<file path="src/rtl/piezo_scheduler_if.sv">
// Controller-side bundle of the piezo scheduler: play/key requests in,
// note output, playback status and key handshake pulses out.
interface piezo_scheduler_if;
    logic        play_start;
    logic [31:0] seq_data;
    logic [2:0]  seq_len;
    logic        key_valid;
    logic [3:0]  key_code;
    logic [3:0]  piezo_out;
    logic [3:0]  led_out;
    logic [2:0]  note_index;
    logic        busy;
    logic        play_done;
    logic        key_accept;
    logic        key_reject;

    modport master (
        output play_start, seq_data, seq_len, key_valid, key_code,
        input  piezo_out, led_out, note_index, busy, play_done, key_accept, key_reject
    );

    modport slave (
        input  play_start, seq_data, seq_len, key_valid, key_code,
        output piezo_out, led_out, note_index, busy, play_done, key_accept, key_reject
    );
endinterface

</file>
<file path="src/rtl/piezo_scheduler.sv">
// Melody sequencer and key-echo arbiter driving the shared piezo/LED note output.
// Every output comes straight from a register updated with its next-cycle value.
module piezo_scheduler #(
    parameter int NOTE_CYCLES = 8,
    parameter int GAP_CYCLES  = 4,
    parameter int ECHO_CYCLES = 6
) (
    input logic              clk,
    input logic              reset_n,
    piezo_scheduler_if.slave bus
);
    typedef enum logic [1:0] {
        IDLE = 2'd0,
        NOTE = 2'd1,
        GAP  = 2'd2,
        ECHO = 2'd3
    } state_t;

    localparam logic [15:0] NOTE_LAST = 16'(NOTE_CYCLES - 1);
    localparam logic [15:0] GAP_LAST  = 16'(GAP_CYCLES - 1);
    localparam logic [15:0] ECHO_LAST = 16'(ECHO_CYCLES - 1);

    state_t      state_r, state_s;
    logic [15:0] cnt_r, cnt_s;
    logic [2:0]  idx_r, idx_s;
    logic [31:0] data_r, data_s;
    logic [2:0]  len_r, len_s;
    logic [3:0]  key_r, key_s;
    logic [3:0]  piezo_r, piezo_s;
    logic        busy_r, busy_s;
    logic        done_r, done_s;
    logic        accept_r, accept_s;
    logic        reject_r, reject_s;

    function automatic logic [3:0] get_nibble(input logic [31:0] data, input logic [2:0] idx);
        return data[{idx, 2'b00} +: 4];
    endfunction

    // Next-state, next-output and shadow-register logic for all four states.
    always_comb begin
        state_s  = state_r;
        cnt_s    = cnt_r + 16'd1;
        idx_s    = idx_r;
        data_s   = data_r;
        len_s    = len_r;
        key_s    = key_r;
        piezo_s  = piezo_r;
        busy_s   = busy_r;
        done_s   = 1'b0;
        accept_s = 1'b0;
        reject_s = 1'b0;
        case (state_r)
            IDLE, ECHO: begin
                if (bus.play_start) begin
                    // Playback wins over a simultaneous key press and aborts an echo.
                    state_s  = NOTE;
                    cnt_s    = 16'd0;
                    idx_s    = 3'd0;
                    data_s   = bus.seq_data;
                    len_s    = bus.seq_len;
                    piezo_s  = get_nibble(bus.seq_data, 3'd0);
                    busy_s   = 1'b1;
                    reject_s = bus.key_valid;
                end else if (bus.key_valid) begin
                    state_s  = ECHO;
                    cnt_s    = 16'd0;
                    key_s    = bus.key_code;
                    piezo_s  = bus.key_code;
                    busy_s   = 1'b0;
                    accept_s = 1'b1;
                end else if (state_r == ECHO && cnt_r != ECHO_LAST) begin
                    piezo_s = key_r;
                    busy_s  = 1'b0;
                end else begin
                    state_s = IDLE;
                    cnt_s   = 16'd0;
                    piezo_s = 4'd0;
                    busy_s  = 1'b0;
                end
            end
            NOTE: begin
                reject_s = bus.key_valid;
                if (cnt_r == NOTE_LAST) begin
                    state_s = GAP;
                    cnt_s   = 16'd0;
                    piezo_s = 4'd0;
                end else begin
                    piezo_s = get_nibble(data_r, idx_r);
                end
            end
            GAP: begin
                reject_s = bus.key_valid;
                piezo_s  = 4'd0;
                if (cnt_r == GAP_LAST) begin
                    cnt_s = 16'd0;
                    if (idx_r == len_r) begin
                        state_s = IDLE;
                        idx_s   = 3'd0;
                        busy_s  = 1'b0;
                        done_s  = 1'b1;
                    end else begin
                        state_s = NOTE;
                        idx_s   = idx_r + 3'd1;
                        piezo_s = get_nibble(data_r, idx_r + 3'd1);
                    end
                end else begin
                    state_s = GAP;
                end
            end
            default: begin
                state_s = IDLE;
                cnt_s   = 16'd0;
                idx_s   = 3'd0;
                piezo_s = 4'd0;
                busy_s  = 1'b0;
            end
        endcase
    end

    // State, counter, shadow and output registers.
    always_ff @(posedge clk or negedge reset_n) begin
        if (!reset_n) begin
            state_r  <= IDLE;
            cnt_r    <= 16'd0;
            idx_r    <= 3'd0;
            data_r   <= 32'd0;
            len_r    <= 3'd0;
            key_r    <= 4'd0;
            piezo_r  <= 4'd0;
            busy_r   <= 1'b0;
            done_r   <= 1'b0;
            accept_r <= 1'b0;
            reject_r <= 1'b0;
        end else begin
            state_r  <= state_s;
            cnt_r    <= cnt_s;
            idx_r    <= idx_s;
            data_r   <= data_s;
            len_r    <= len_s;
            key_r    <= key_s;
            piezo_r  <= piezo_s;
            busy_r   <= busy_s;
            done_r   <= done_s;
            accept_r <= accept_s;
            reject_r <= reject_s;
        end
    end

    assign bus.piezo_out  = piezo_r;
    assign bus.led_out    = piezo_r;
    assign bus.note_index = idx_r;
    assign bus.busy       = busy_r;
    assign bus.play_done  = done_r;
    assign bus.key_accept = accept_r;
    assign bus.key_reject = reject_r;
endmodule

</file>
<file path="src/flat_wrapper.sv">
// flat-port wrapper written by rule: the top's interface ports become plain ports
module piezo_scheduler_flat 
#(
    parameter int NOTE_CYCLES = 8,
    parameter int GAP_CYCLES  = 4,
    parameter int ECHO_CYCLES = 6
)
  (clk, reset_n, bus_play_start, bus_seq_data, bus_seq_len, bus_key_valid, bus_key_code, bus_piezo_out, bus_led_out, bus_note_index, bus_busy, bus_play_done, bus_key_accept, bus_key_reject);
  piezo_scheduler_if bus_i ();
  input logic clk;
  input logic reset_n;
  input wire logic [$bits(bus_i.play_start)-1:0] bus_play_start;
  input wire logic [$bits(bus_i.seq_data)-1:0] bus_seq_data;
  input wire logic [$bits(bus_i.seq_len)-1:0] bus_seq_len;
  input wire logic [$bits(bus_i.key_valid)-1:0] bus_key_valid;
  input wire logic [$bits(bus_i.key_code)-1:0] bus_key_code;
  output wire logic [$bits(bus_i.piezo_out)-1:0] bus_piezo_out;
  output wire logic [$bits(bus_i.led_out)-1:0] bus_led_out;
  output wire logic [$bits(bus_i.note_index)-1:0] bus_note_index;
  output wire logic [$bits(bus_i.busy)-1:0] bus_busy;
  output wire logic [$bits(bus_i.play_done)-1:0] bus_play_done;
  output wire logic [$bits(bus_i.key_accept)-1:0] bus_key_accept;
  output wire logic [$bits(bus_i.key_reject)-1:0] bus_key_reject;
  assign bus_i.play_start = bus_play_start;
  assign bus_i.seq_data = bus_seq_data;
  assign bus_i.seq_len = bus_seq_len;
  assign bus_i.key_valid = bus_key_valid;
  assign bus_i.key_code = bus_key_code;
  assign bus_piezo_out = bus_i.piezo_out;
  assign bus_led_out = bus_i.led_out;
  assign bus_note_index = bus_i.note_index;
  assign bus_busy = bus_i.busy;
  assign bus_play_done = bus_i.play_done;
  assign bus_key_accept = bus_i.key_accept;
  assign bus_key_reject = bus_i.key_reject;
  piezo_scheduler #(.NOTE_CYCLES(NOTE_CYCLES), .GAP_CYCLES(GAP_CYCLES), .ECHO_CYCLES(ECHO_CYCLES)) u_core (.clk(clk), .reset_n(reset_n), .bus(bus_i));
endmodule
</file>
<file path="config.mk">
export PLATFORM = sky130hd
export DESIGN_NAME = piezo_scheduler_flat
export DESIGN_NICKNAME = d
export VERILOG_FILES = /design/src/rtl/piezo_scheduler_if.sv /design/src/rtl/piezo_scheduler.sv /design/src/flat_wrapper.sv
export SDC_FILE = /design/constraint.sdc
export NUM_CORES = 1
export LEC_CHECK = 0
export CAP_MARGIN = 20
export CORE_AREA = 2 2 107 109
export CTS_CLUSTER_DIAMETER = 80
export DETAILED_ROUTE_END_ITERATION = 16
export DIE_AREA = 0 0 109 111
export GPL_TIMING_DRIVEN = 0
export HOLD_SLACK_MARGIN = 0.05
export PLACE_DENSITY_LB_ADDON = 0.12
export SLEW_MARGIN = 15
export SYNTH_ARGS = -nofsm -noshare
export SYNTH_HDL_FRONTEND = slang
export SYNTH_SLANG_ARGS = --single-unit
</file>
<file path="constraint.sdc">
create_clock -name clk -period 1.89 [get_ports clk]
set_input_delay 0.189 -clock clk [delete_from_list [all_inputs] [get_ports clk]]
set_output_delay 0.189 -clock clk [all_outputs]
set_load 0.05 [all_outputs]
</file>
==> results of run 1 <==
## power by group
group	switching [W]	internal (W)
combinational	0.00138	0.00155
clock	0.000637	0.00119
sequential	0.000402	0.00200
## kinds of logic (layout without fill, tap and decap cells)
logic type      count (synthesis)  count (layout)  share of synthesized area
compound gates                 41              41                     0.0771
xor+xnor                       18              18                     0.0419
simple gates                   74              74                      0.137
flops                          68              68                      0.452
mux                            69              69                      0.231
fa+ha+maj                       7               7                     0.0233
buf+inv                        28             116                     0.0372
## worst paths after layout
| check | to | slack, ns | depth (start not counted) |
|---|---|---|---|
| worst max-delay path | u_core.bus.note_index[2] | -0.01 | 5 |
| worst min-delay path | u_core.bus.busy | 0.25 | 3 |
| worst max register to register | u_core.bus.note_index[2] | -0.01 | 5 |
| worst min register to register | u_core.key_r[3] | 0.51 | 1 |
| max in group asynchronous | u_core.bus.note_index[2] | 1.05 | 3 |
| min in group asynchronous | u_core.bus.play_done | 0.29 | 2 |
## state kept, by name (all words and copies together), names as in the netlist
signal,flops
u_core.bus.busy,1
u_core.bus.key_accept,1
u_core.bus.key_reject,1
u_core.bus.led_out,4
u_core.bus.note_index,3
u_core.bus.play_done,1
u_core.cnt_r,16
u_core.data_r,32
u_core.key_r,4
u_core.len_r,3
u_core.state_r,2
## tightest hold or removal path, cell delays in order
cell and delay [ns]:
sky130_fd_sc_hd__buf_2 0.20, sky130_fd_sc_hd__a22oi_1 0.09, sky130_fd_sc_hd__nand2_1 0.07
## what timing repair did
item,in CTS,in global routing
setup endpoints to repair,59,59
endpoints found under the hold margin,22,0
pin swaps,6,12
hold buffers,1,0
gates resized for setup,22,23
setup buffers,13,5
## layer usage
layer	global-route usage	vias to the layer above	routed length (um)
met2	0.238	57	4070
met5	0	-	0
met3	0.0335	16	382
met1	0.235	1349	4420
li1	-	1314	-
met4	0.0726	0	211
## cell usage in the layout (no fill, tap or decap), types with 3 or more instances in the layout
cell type	instances
sky130_fd_sc_hd__clkbuf_4	4
sky130_fd_sc_hd__a32o_1	4
sky130_fd_sc_hd__clkdlybuf4s50_1	55
sky130_fd_sc_hd__ha_1	3
sky130_fd_sc_hd__dfrtp_1	61
sky130_fd_sc_hd__nand4_1	11
sky130_fd_sc_hd__nand3_1	22
sky130_fd_sc_hd__buf_2	3
sky130_fd_sc_hd__nand2_1	9
sky130_fd_sc_hd__mux2_2	44
sky130_fd_sc_hd__dfrtp_2	7
sky130_fd_sc_hd__xnor2_1	4
sky130_fd_sc_hd__buf_4	27
sky130_fd_sc_hd__mux2i_1	15
sky130_fd_sc_hd__a31oi_1	4
sky130_fd_sc_hd__clkbuf_1	3
sky130_fd_sc_hd__xor2_1	12
sky130_fd_sc_hd__inv_1	5
sky130_fd_sc_hd__a21oi_1	15
sky130_fd_sc_hd__clkbuf_16	9
sky130_fd_sc_hd__mux4_2	10
sky130_fd_sc_hd__o211ai_1	5
## layout make-up
class	count	area, um^2	share of cell area
flip-flops and latches	68	1710	0.333
well taps	143	179	0.0348
clock buffers	12	246	0.0480
inverters	6	22.5	0.00439
multi-input cells	209	2040	0.398
plain buffers	18	128	0.0249
clock inverters	4	72.6	0.0141
repair buffers	76	734	0.143
## through the flow
step | instances | setup slack, ns
floorplan | 305 | -0.0518
global placement | 504 | -2.10
detailed placement | 505 | -0.550
CTS | 533 | 0.0186
global route | 536 | -0.0757
finish | 536 | -0.0123
==> results.txt, run 1 <==
The post-synthesis sequential area ratio is 0.452. The endpoint type of the worst setup path is a flop. Setup repair after global routing could not meet its margin everywhere. At the end of routability-driven placement, the weighted congestion stood at 0.769. The critical path in this run is classified as flop to flop. VDD sags by at most 0.663 mV.

The largest fanout on the critical path came out at 3. The total design power came out at 0.00715 W. By area the synthesized netlist is led by sky130_fd_sc_hd__dfrtp_1 45%, sky130_fd_sc_hd__mux2_2 13%, sky130_fd_sc_hd__mux4_2 6.0%. The largest buffer count on any clock path is 2.

Clock tree synthesis inserted a total of 9 buffers. The tightest hold margin is 0.251 ns. The initial antenna violation count is 0.

The count of standard-cell rows is 39. The post-synthesis cell area is 3760 um^2. The first global-routing pass estimated 15100 um of wire. In this run the worst setup path begins at u_core.state_r[1]. The final reports fail on negative setup slack. STA puts the critical path data arrival time at 2.16 ns. The number of global-route vias before repair came out at 2808.

The biggest area contributor in the post-synthesis netlist is sky130_fd_sc_hd__dfrtp_1. The cell at the root of the clock tree is sky130_fd_sc_hd__clkbuf_16. The chip width came out at 109 um.

The final HPWL from detailed placement is 6370 um. The worst hold path begins at bus_play_start. The final wirelength came out at 9080 um. The maximum number of pins on one net before global-route repair is 47.

The count of nets left with antenna violations once routing finished came out at 0. The register bit count reported by yosys is 68. The final period demand of the worst path came out at 1.90 ns. The flow ran to the end, but the final reports show violations.

In this run the vertical extent of the chip is 111 um. Clock tree synthesis found a total of 68 sinks. Among cell families on the critical path, the largest total delay comes from simple AND/OR/NAND/NOR gates. The total number of vias is 2736. In the routed layout, each cell is associated on average with a via count of 5.10. The relative slew slack is 0.669. Port buffering added 56 buffers. For the pin with the worst max-slew slack, the measured transition is 0.495 ns. The async set or reset register ratio after synthesis is 1.00. The final layout contains 438 nets. The peak per-stage delay on the critical path is 0.56 ns. The number of H-tree levels came out at 3. The post-synthesis cell count is 305.

The standard cell area after detailed placement came out at 4530 um^2. Dividing the synthesized area by the synthesized cell count gives 12.3 um^2. The final number of max-transition violations is 0. The total leakage power is 2.01 nW.

The average wire per standard cell came out at 16.9 um. The reg-to-reg critical path startpoint is u_core.state_r[1]. The largest individual stage delay along the critical path comes from the cell sky130_fd_sc_hd__or4b_4. The number of top-level pins is 58. The post-layout instance area came out at 5130 um^2. The data required time at the worst endpoint is 2.15 ns. The total overflow reported by the global router is 0.

The repair_antennas step left the layout with diodes totalling 0. The number of iterations in the first detailed-routing pass came out at 4. The areal power density over the cells is 1390 nW/um^2. The summed negative setup slack over all endpoints came out at -0.0123 ns. The highest achievable clock rate is 526 MHz. The placeable core area is 11100 um^2. The kind of start point of the critical path is a flop.

The total count of hold-check failures in the final report is 0. The number of max-cap violations came out at 0. The synthesized netlist net count is 355. The path class of the tightest hold or removal check is input port to flop. The TritonCTS clock tree is done. The signal on the critical path passes through ha_4 -> nor2b_4 -> or2_4 -> or4b_4 -> o22ai_4. The final worst slack is -0.0123 ns. Clock-pin slew was measured on the worst setup and hold paths at 0.05 ns.

The number of enable flip-flop cells after synthesis is 0. Fill cells in the final layout number 1025. The count of warnings emitted by yosys came out at 0. The count of distinct cell types in the synthesized netlist came out at 50.

The clock latency on the worst-skew pair came out at 0.34 ns. Of the cells placed in the final design, the portion with a size suffix greater than 1 is 0.364. Counting instances in the post-synthesis netlist gives the leading cell types as 68 x sky130_fd_sc_hd__dfrtp_1, 44 x sky130_fd_sc_hd__mux2_2, 22 x sky130_fd_sc_hd__nand3_1. The final clock period utilization by the worst path came out at 1.01. The initial core utilization is 0.340. The proportion of netlist area held by the largest area contributor is 0.452. Across the routed clock network, the largest skew measured is 0.00575 ns.

The commonest register cell after synthesis is sky130_fd_sc_hd__dfrtp_1. The sum of buffers and inverters on the critical path is 0. The area of the die is 12100 um^2. The area growth from synthesis to layout is 36.4%. Once layout is complete, the utilization of the core stands at 0.464. The count of endpoints failing setup in the final report is 1. The residual DRC count came out at 0.

The dominant cell by count in the synthesized netlist is sky130_fd_sc_hd__dfrtp_1. Across every metal layer, demand over resource in global routing totals 0.164. The violation count after the first detailed-routing iteration is 132.
No activity file was read; power rests on OpenSTA's default activity.
==> run 2, diff against run 1 <==
--- a/config.mk
+++ b/config.mk
@@ -5,11 +5,12 @@
 export SDC_FILE = /design/constraint.sdc
 export NUM_CORES = 1
 export LEC_CHECK = 0
+export ABC_AREA = 1
 export CAP_MARGIN = 20
-export CORE_AREA = 2 2 107 109
+export CORE_AREA = 2 2 109 111
 export CTS_CLUSTER_DIAMETER = 80
 export DETAILED_ROUTE_END_ITERATION = 16
-export DIE_AREA = 0 0 109 111
+export DIE_AREA = 0 0 111 113
 export GPL_TIMING_DRIVEN = 0
 export HOLD_SLACK_MARGIN = 0.05
 export PLACE_DENSITY_LB_ADDON = 0.12
==> run 2 against run 1 <==
Against the previous run: the flow now finishes without violations; cell area decreased by 3.8%; global-route usage increased by 0.84 points; worst setup slack improved by 0.14 ns.
==> results.txt, run 2 <==
The flow ran to the end, and the final reports show no timing, DRC or antenna violations. The total leakage power came out at 2.62 nW. The TritonCTS sink count is 68. The highest achievable clock rate came out at 567 MHz.

The final clock period utilization by the worst path came out at 0.933. The count of input and output buffers came out at 57. The initial antenna violation count was 0. The final wirelength is 9850 um.

Across every metal layer, demand over resource in global routing totals 0.173. At the pin with the least slew margin, the transition time is 0.501 ns. For this run, the share of the core covered by cells in the final layout is 0.438. The TritonCTS clock tree is done.

Summed over all instances, the cell type with the most area after synthesis is sky130_fd_sc_hd__dfrtp_1. The post-synthesis cell area is 3890 um^2. After detailed routing, the number of vias per cell comes to 4.62. The count of distinct cell types in the synthesized netlist is 28. The total count of hold-check failures in the final report is 0. The number of global-route vias before repair came to 3562. The synthesized netlist net count is 599. The count of standard-cell rows came out at 39. The relative slew slack is 0.665.

The data required time at the worst endpoint came out at 1.70 ns. The clock latency on the worst-skew pair came out at 0.34 ns. The die covers 12500 um^2. The total area inside the core boundary comes to 11300 um^2. The post-synthesis sequential area ratio is 0.438. The post-CTS setup repair buffer count is 0.

The first global-routing pass estimated 17200 um of wire. Counting flops and latches in the post-synthesis netlist gives 68. The number of CTS-inserted buffers came out at 9. The number of H-tree levels came out at 3. The floorplan die height came out at 113 um. The residual DRC count is 0. STA classifies the critical path endpoint as an output pin.

During I/O placement, the number of pins put on the boundary was 58. Dividing the detail-routed wire length by the instance count gives 12.9 um. Setup slack on the critical path of the routed design comes to 0.127 ns. For this run, the number of Yosys warnings is 0. The worst-case setup slack after placement is -0.273 ns. The count of nets left with antenna violations once routing finished came out at 0. Among all flip-flop cells after synthesis, the most frequent one is sky130_fd_sc_hd__dfrtp_1.

Yosys attributes the largest share of cell area to sky130_fd_sc_hd__dfrtp_1 44%, sky130_fd_sc_hd__nand2_1 24%, sky130_fd_sc_hd__nand3_1 8.0%. The flip-flop count of the largest register, all copies and words added came out at 32. For this block, the via count after detailed routing is 3541. The tree is rooted in a sky130_fd_sc_hd__clkbuf_16. Setup repair after global routing left no endpoint under its margin. The largest buffer count on any clock path is 2. Power spread over the standard cell area amounts to 1480 nW/um^2.

The final period demand of the worst path is 1.76 ns. By startpoint and endpoint, the worst setup path is classified as flop to output pin. The net count of the finished layout is 668. The final antenna diode count is 0. The average cell area after synthesis is 7.08 um^2. The number of iterations in the first detailed-routing pass is 4. The final HPWL from detailed placement is 7470 um. Sorting the synthesized cells by how often they occur yields 248 x sky130_fd_sc_hd__nand2_1, 68 x sky130_fd_sc_hd__dfrtp_1, 62 x sky130_fd_sc_hd__nand3_1. Of the cells placed in the final design, the portion with a size suffix greater than 1 is 0.104. The CTS clock-pin slew for the worst setup and hold paths is 0.05 ns.

Counting flops with a built-in enable in the synthesized netlist gives 0. The worst min-delay path category is input port to async pin. The relative area change from synthesis to final layout is 27.0%. The final worst clock skew is 0.00491 ns. From left edge to right edge, the die measures 111 um. The global placement routability congestion is 0.901. The final number of max-transition violations was 0.

u_core.data_r holds more flip-flops than any other register. The total overflow reported by the global router came out at 0. The largest registers in the layout are u_core.data_r x32, u_core.cnt_r x16.

Synthesis produced a netlist whose cell count is 549. The dominant cell by count in the synthesized netlist is sky130_fd_sc_hd__nand2_1. The highest ir drop seen on vdd came out at 0.578 mV. STA puts the critical path data arrival time at 1.57 ns.

STA classifies the critical path startpoint as a flop. For this run, asynchronously set or reset flops after synthesis account for 1.00. The violation count after the first detailed-routing iteration is 259.

The top cell types in the final layout, fill and taps aside, are 247 x sky130_fd_sc_hd__nand2_1, 68 x sky130_fd_sc_hd__dfrtp_1, 62 x sky130_fd_sc_hd__nand3_1. The initial core utilization is 0.345. The tightest hold margin is 0.361 ns. Setup violations remaining at the end of the flow were counted as 0. The maximum number of pins on one net before global-route repair came out at 36. Of the post-synthesis cell area, the dominant cell type holds 0.438. Along the worst path, the maximum fanout reaches 2.

Across the run, the number of max-cap violations was 0. Leaving out fill and tap cells, the most frequent cell in the layout is sky130_fd_sc_hd__nand2_1.
## run 2: critical path: stages (launching register included)
cell and delay, ns:
sky130_fd_sc_hd__dfrtp_1 0.34, sky130_fd_sc_hd__buf_4 0.10, sky130_fd_sc_hd__clkdlybuf4s50_1 0.79
## run 2: final timing paths
kind / start / endpoint / slack [ns] / cells past startpoint
worst max-delay path: u_core.bus.led_out[1] / bus_piezo_out[1] / 0.13 / 2
worst min-delay path: reset_n / u_core.cnt_r[5] / 0.36 / 2
worst max register to register: u_core.state_r[0] / u_core.bus.led_out[3] / 0.13 / 8
worst min register to register: u_core.bus.busy / u_core.bus.busy / 0.51 / 2
max in group asynchronous: reset_n / u_core.data_r[6] / 0.98 / 3
min in group clk: bus_seq_len[2] / u_core.len_r[2] / 0.39 / 3
## run 2: kinds of logic after synthesis
group	synth area share
AND/OR/NAND/NOR	0.403
buffers and inverters	0.0827
flip-flops	0.438
XOR/XNOR	0.0360
AO/OA/AOI/OAI	0.0180
adder cells (fa/ha/maj)	0.0225
## run 2: final cells by class
type / count / area (um^2)
Clock buffer: 14 / 254
Buffer: 20 / 115
Clock inverter: 2 / 10.0
Tap cell: 143 / 179
Timing Repair Buffer: 59 / 598
Multi-Input combinational cell: 406 / 1880
Fill cell: 1165 / 6330
Sequential cell: 68 / 1700
Inverter: 54 / 204
## run 2: power breakdown
part	switching [W]	total (W)	internal, W
Clock	0.000589	0.00151	0.000920
Combinational	0.00221	0.00340	0.00120
Sequential	0.000434	0.00242	0.00198
## run 2: repair_timing
| item | 4_1_cts | 5_1_grt |
|---|---|---|
| setup endpoints to repair | 39 | 12 |
| pin swaps | 0 | 0 |
| hold buffers | 1 | 0 |
| endpoints found under the hold margin | 34 | 0 |
| gates resized for setup | 2 | 2 |
## run 2: metal layers
metal | track usage | vias to the layer above | wire length, um
li1 | - | 1819 | -
met5 | 0 | - | 0
met3 | 0.0439 | 11 | 455
met2 | 0.274 | 79 | 4540
met1 | 0.230 | 1632 | 4670
met4 | 0.0633 | 0 | 190
## run 2: stage by stage
| step | area [um^2] | setup TNS, ns | instances | total power [W] |
|---|---|---|---|---|
| floorplan | 3890 | 0 | 549 | 0.00478 |
| detailed placement | 4660 | -7.68 | 750 | 0.00584 |
| CTS | 4930 | 0 | 766 | 0.00743 |
| global route | 4940 | 0 | 766 | 0.00799 |
| global placement | 4640 | -127.01 | 749 | 0.00580 |
| finish | 4940 | 0 | 766 | 0.00733 |
==> run 3, diff against run 2 <==
--- a/config.mk
+++ b/config.mk
@@ -14,7 +14,7 @@
 export GPL_TIMING_DRIVEN = 0
 export HOLD_SLACK_MARGIN = 0.05
 export PLACE_DENSITY_LB_ADDON = 0.12
-export SLEW_MARGIN = 15
+export SLEW_MARGIN = 20
 export SYNTH_ARGS = -nofsm -noshare
 export SYNTH_HDL_FRONTEND = slang
 export SYNTH_SLANG_ARGS = --single-unit
==> constraint.sdc (replaced) <==
create_clock -name clk -period 2 [get_ports clk]
set_input_delay 0.2 -clock clk [delete_from_list [all_inputs] [get_ports clk]]
set_output_delay 0.2 -clock clk [all_outputs]
set_load 0.05 [all_outputs]
==> run 3 against run 2 <==
Against the previous run: worst setup slack gained 0.060 ns; clock-buffer cell count unchanged; global-route usage barely moved; critical endpoint is now u_core.cnt_r[9]; register-to-register slack better by 0.06 ns; cell area fell by 0.15%; worst hold slack improved by 0.010 ns.
==> results.txt, run 3 (synthesized netlist as in run 2, its figures left out) <==
The largest buffer count on any clock path is 2. In this run the critical register-to-register path is captured at u_core.cnt_r[9]. The critical path is of the flop to flop type. The final HPWL from detailed placement is 7470 um. The endpoint arrival time on the critical path came out at 2.09 ns.

The residual DRC count is 0. Static timing analysis puts the maximum clock frequency at 552 MHz. In this run the tool buffered the top-level ports with 57 buffer cells. The final wirelength is 9900 um. The final antenna diode count came out at 0. The worst-case reg-to-reg path depth is 9.

In this run the critical register-to-register path is launched from u_core.state_r[0]. Together, buffers and inverters on the worst path number 3. Among the stages of the critical path, the cell type that occurs most often is sky130_fd_sc_hd__inv_1.

The relative area change from synthesis to final layout came out at 26.8%. In the routed layout, each cell is associated on average with a via count of 4.64. The areal power density over the cells is 1410 nW/um^2. The die covers 12500 um^2. The CTS clock-pin slew for the worst setup and hold paths came out at 0.05 ns. The slew at the pin closest to its max-slew limit came out at 0.501 ns. The total number of vias came out at 3557. The min-delay analysis places its worst path in the category input port to async pin. Leaving out fill and tap cells, the most frequent cells in the layout are 247 x sky130_fd_sc_hd__nand2_1, 68 x sky130_fd_sc_hd__dfrtp_1, 62 x sky130_fd_sc_hd__nand3_1. The largest register by flop count is u_core.data_r. The number of CTS-inserted buffers came out at 9.

The chip width came out at 111 um. The library cell contributing the largest single delay on the critical path is sky130_fd_sc_hd__dfrtp_1. The flow ran to the end, and the final reports show no timing, DRC or antenna violations.

The critical path goes through inv_1 -> ha_1 -> nand2_2 -> nor2_2 -> nand2_4 -> nand3_4 -> buf_6 -> nand2_1 -> inv_1. The violation count after the first detailed-routing iteration is 249. The initial utilization of the core area, before any placement, comes to 0.345. On the critical path the largest part of the delay comes from simple AND/OR/NAND/NOR gates. In the final layout, the share of cells above drive strength 1 is 0.103. Leaving out filler cells and counting taps, the final layout contains 766. In this run the cell area measured after placement is 4660 um^2. The floorplan step set the die height to 113 um. The placeable core area came out at 11300 um^2. The wire length of the first global-routing pass came out at 17200 um. The library cell used most frequently in the layout, excluding fill and tap cells, is sky130_fd_sc_hd__nand2_1. Across the VDD grid, the largest voltage drop is 0.545 mV. In this run the remaining antenna-violating nets after routing total 0. The maximum number of pins on one net before global-route repair came out at 36. At the end of routability-driven placement, the weighted congestion stood at 0.901.

The worst path needs 1.81 ns of the cycle, external delays included. Across every metal layer, demand over resource in global routing totals 0.173. The filler cell count is 1167. The final number of max-transition violations is 0. The largest fanout on the critical path is 10. Setup repair after global routing left no endpoint under its margin. In the final routed layout, each cell accounts on average for 12.9 um. The post-layout instance area is 4930 um^2. The count of endpoints failing setup in the final report came out at 0. The largest registers in the layout are u_core.data_r x32, u_core.cnt_r x16. The number of max-cap violations is 0.

The TritonCTS sink count is 68. For the worst setup path, the data required time is 2.28 ns. The number of global-route vias before repair is 3551. The cell depth of the worst setup path came out at 9. The final clock period utilization by the worst path came out at 0.906.

The relative slew slack is 0.665. The total count of hold-check failures in the final report came out at 0. In this run the static leakage power is 2.62 nW.

The initial antenna violation count came to 0. The layout net count came out at 668. After routing, the total negative slack on setup checks comes to 0 ns.

Counting tap cells, the placed design contains a total of 750 instances. For this run the aggregate overflow at the end of global routing stands at 0. TritonCTS built the clock tree. The count of standard-cell rows came out at 39.

The clock tree synthesis step divided the H-tree into 3 levels. The peak per-stage delay on the critical path is 0.40 ns. The clock latency on the worst-skew pair is 0.34 ns. The cell at the root of the clock tree is sky130_fd_sc_hd__clkbuf_16.

STA classifies the critical path startpoint as a flop. The worst setup path is captured at a flop. Setup slack on the worst reg-to-reg path comes out at 0.19 ns.

The register with the most flip-flops in the layout has 32 of them. The first detailed-routing pass ran for 5 iterations. The clock arrives with 0.00485 ns of skew. 58 I/O pins were placed.
run 3: cell types whose count changed in the layout (fill, tap and decap cells not counted):
cell / previous run / this run
sky130_fd_sc_hd__ha_1: 6 / 7
sky130_fd_sc_hd__ha_2: 1 / 0
sky130_fd_sc_hd__nor2_2: 0 / 1
sky130_fd_sc_hd__nor2_4: 2 / 1
run 3: worst max-delay path by stage:
stage,startpoint,endpoint,slack [ns]
floorplan,u_core.bus.note_index[1],u_core.bus.led_out[0],0.20
global placement,reset_n,u_core.data_r[10],-1.65
detailed placement,u_core.state_r[0],u_core.bus.led_out[3],-0.16
CTS,u_core.state_r[0],u_core.bus.led_out[3],0.001
global route,u_core.state_r[0],u_core.cnt_r[9],0.07
finish,u_core.state_r[0],u_core.cnt_r[9],0.19
run 3: where the power goes:
part           internal (W)  switching [W]  leakage, nW  total, W
clock              0.000869       0.000557        0.131   0.00143
sequential          0.00187       0.000413        0.875   0.00229
combinational       0.00113        0.00209         1.61   0.00322
run 3: metal layers:
metal | GRT usage | up-vias | wire length, um
met5 | 0 | - | 0
met4 | 0.0633 | 0 | 190
met3 | 0.0439 | 12 | 478
met2 | 0.274 | 85 | 4510
met1 | 0.230 | 1639 | 4710
li1 | - | 1821 | -
run 3: timing repair:
item                                   4_1_cts  5_1_grt
endpoints found under the hold margin       34        0
setup endpoints to repair                   34       34
hold buffers                                 1        0
buffers inserted                             0        0
gates resized for setup                      1        1
run 3: stage by stage:
| step | hold slack [ns] | power, W | setup slack, ns | utilization |
|---|---|---|---|---|
| floorplan | -0.0956 | 0.00452 | 0.199 | - |
| global placement | 0.488 | 0.00548 | -1.65 | 0.411 |
| detailed placement | 0.197 | 0.00552 | -0.163 | 0.413 |
| CTS | 0.380 | 0.00701 | 0.00115 | 0.437 |
| global route | 0.406 | 0.00754 | 0.0676 | 0.437 |
| finish | 0.371 | 0.00693 | 0.187 | 0.437 |
run 3: layout make-up:
class                      instances  area [um^2]  area share
buffer                            20          115      0.0234
inverter                          54          204      0.0414
sequential                        68         1700       0.345
clock inverter                     2         10.0     0.00203
timing repair buffer              59          598       0.121
multi-input combinational        406         1870       0.379
clock buffer                      14          254      0.0515
tap                              143          179      0.0363
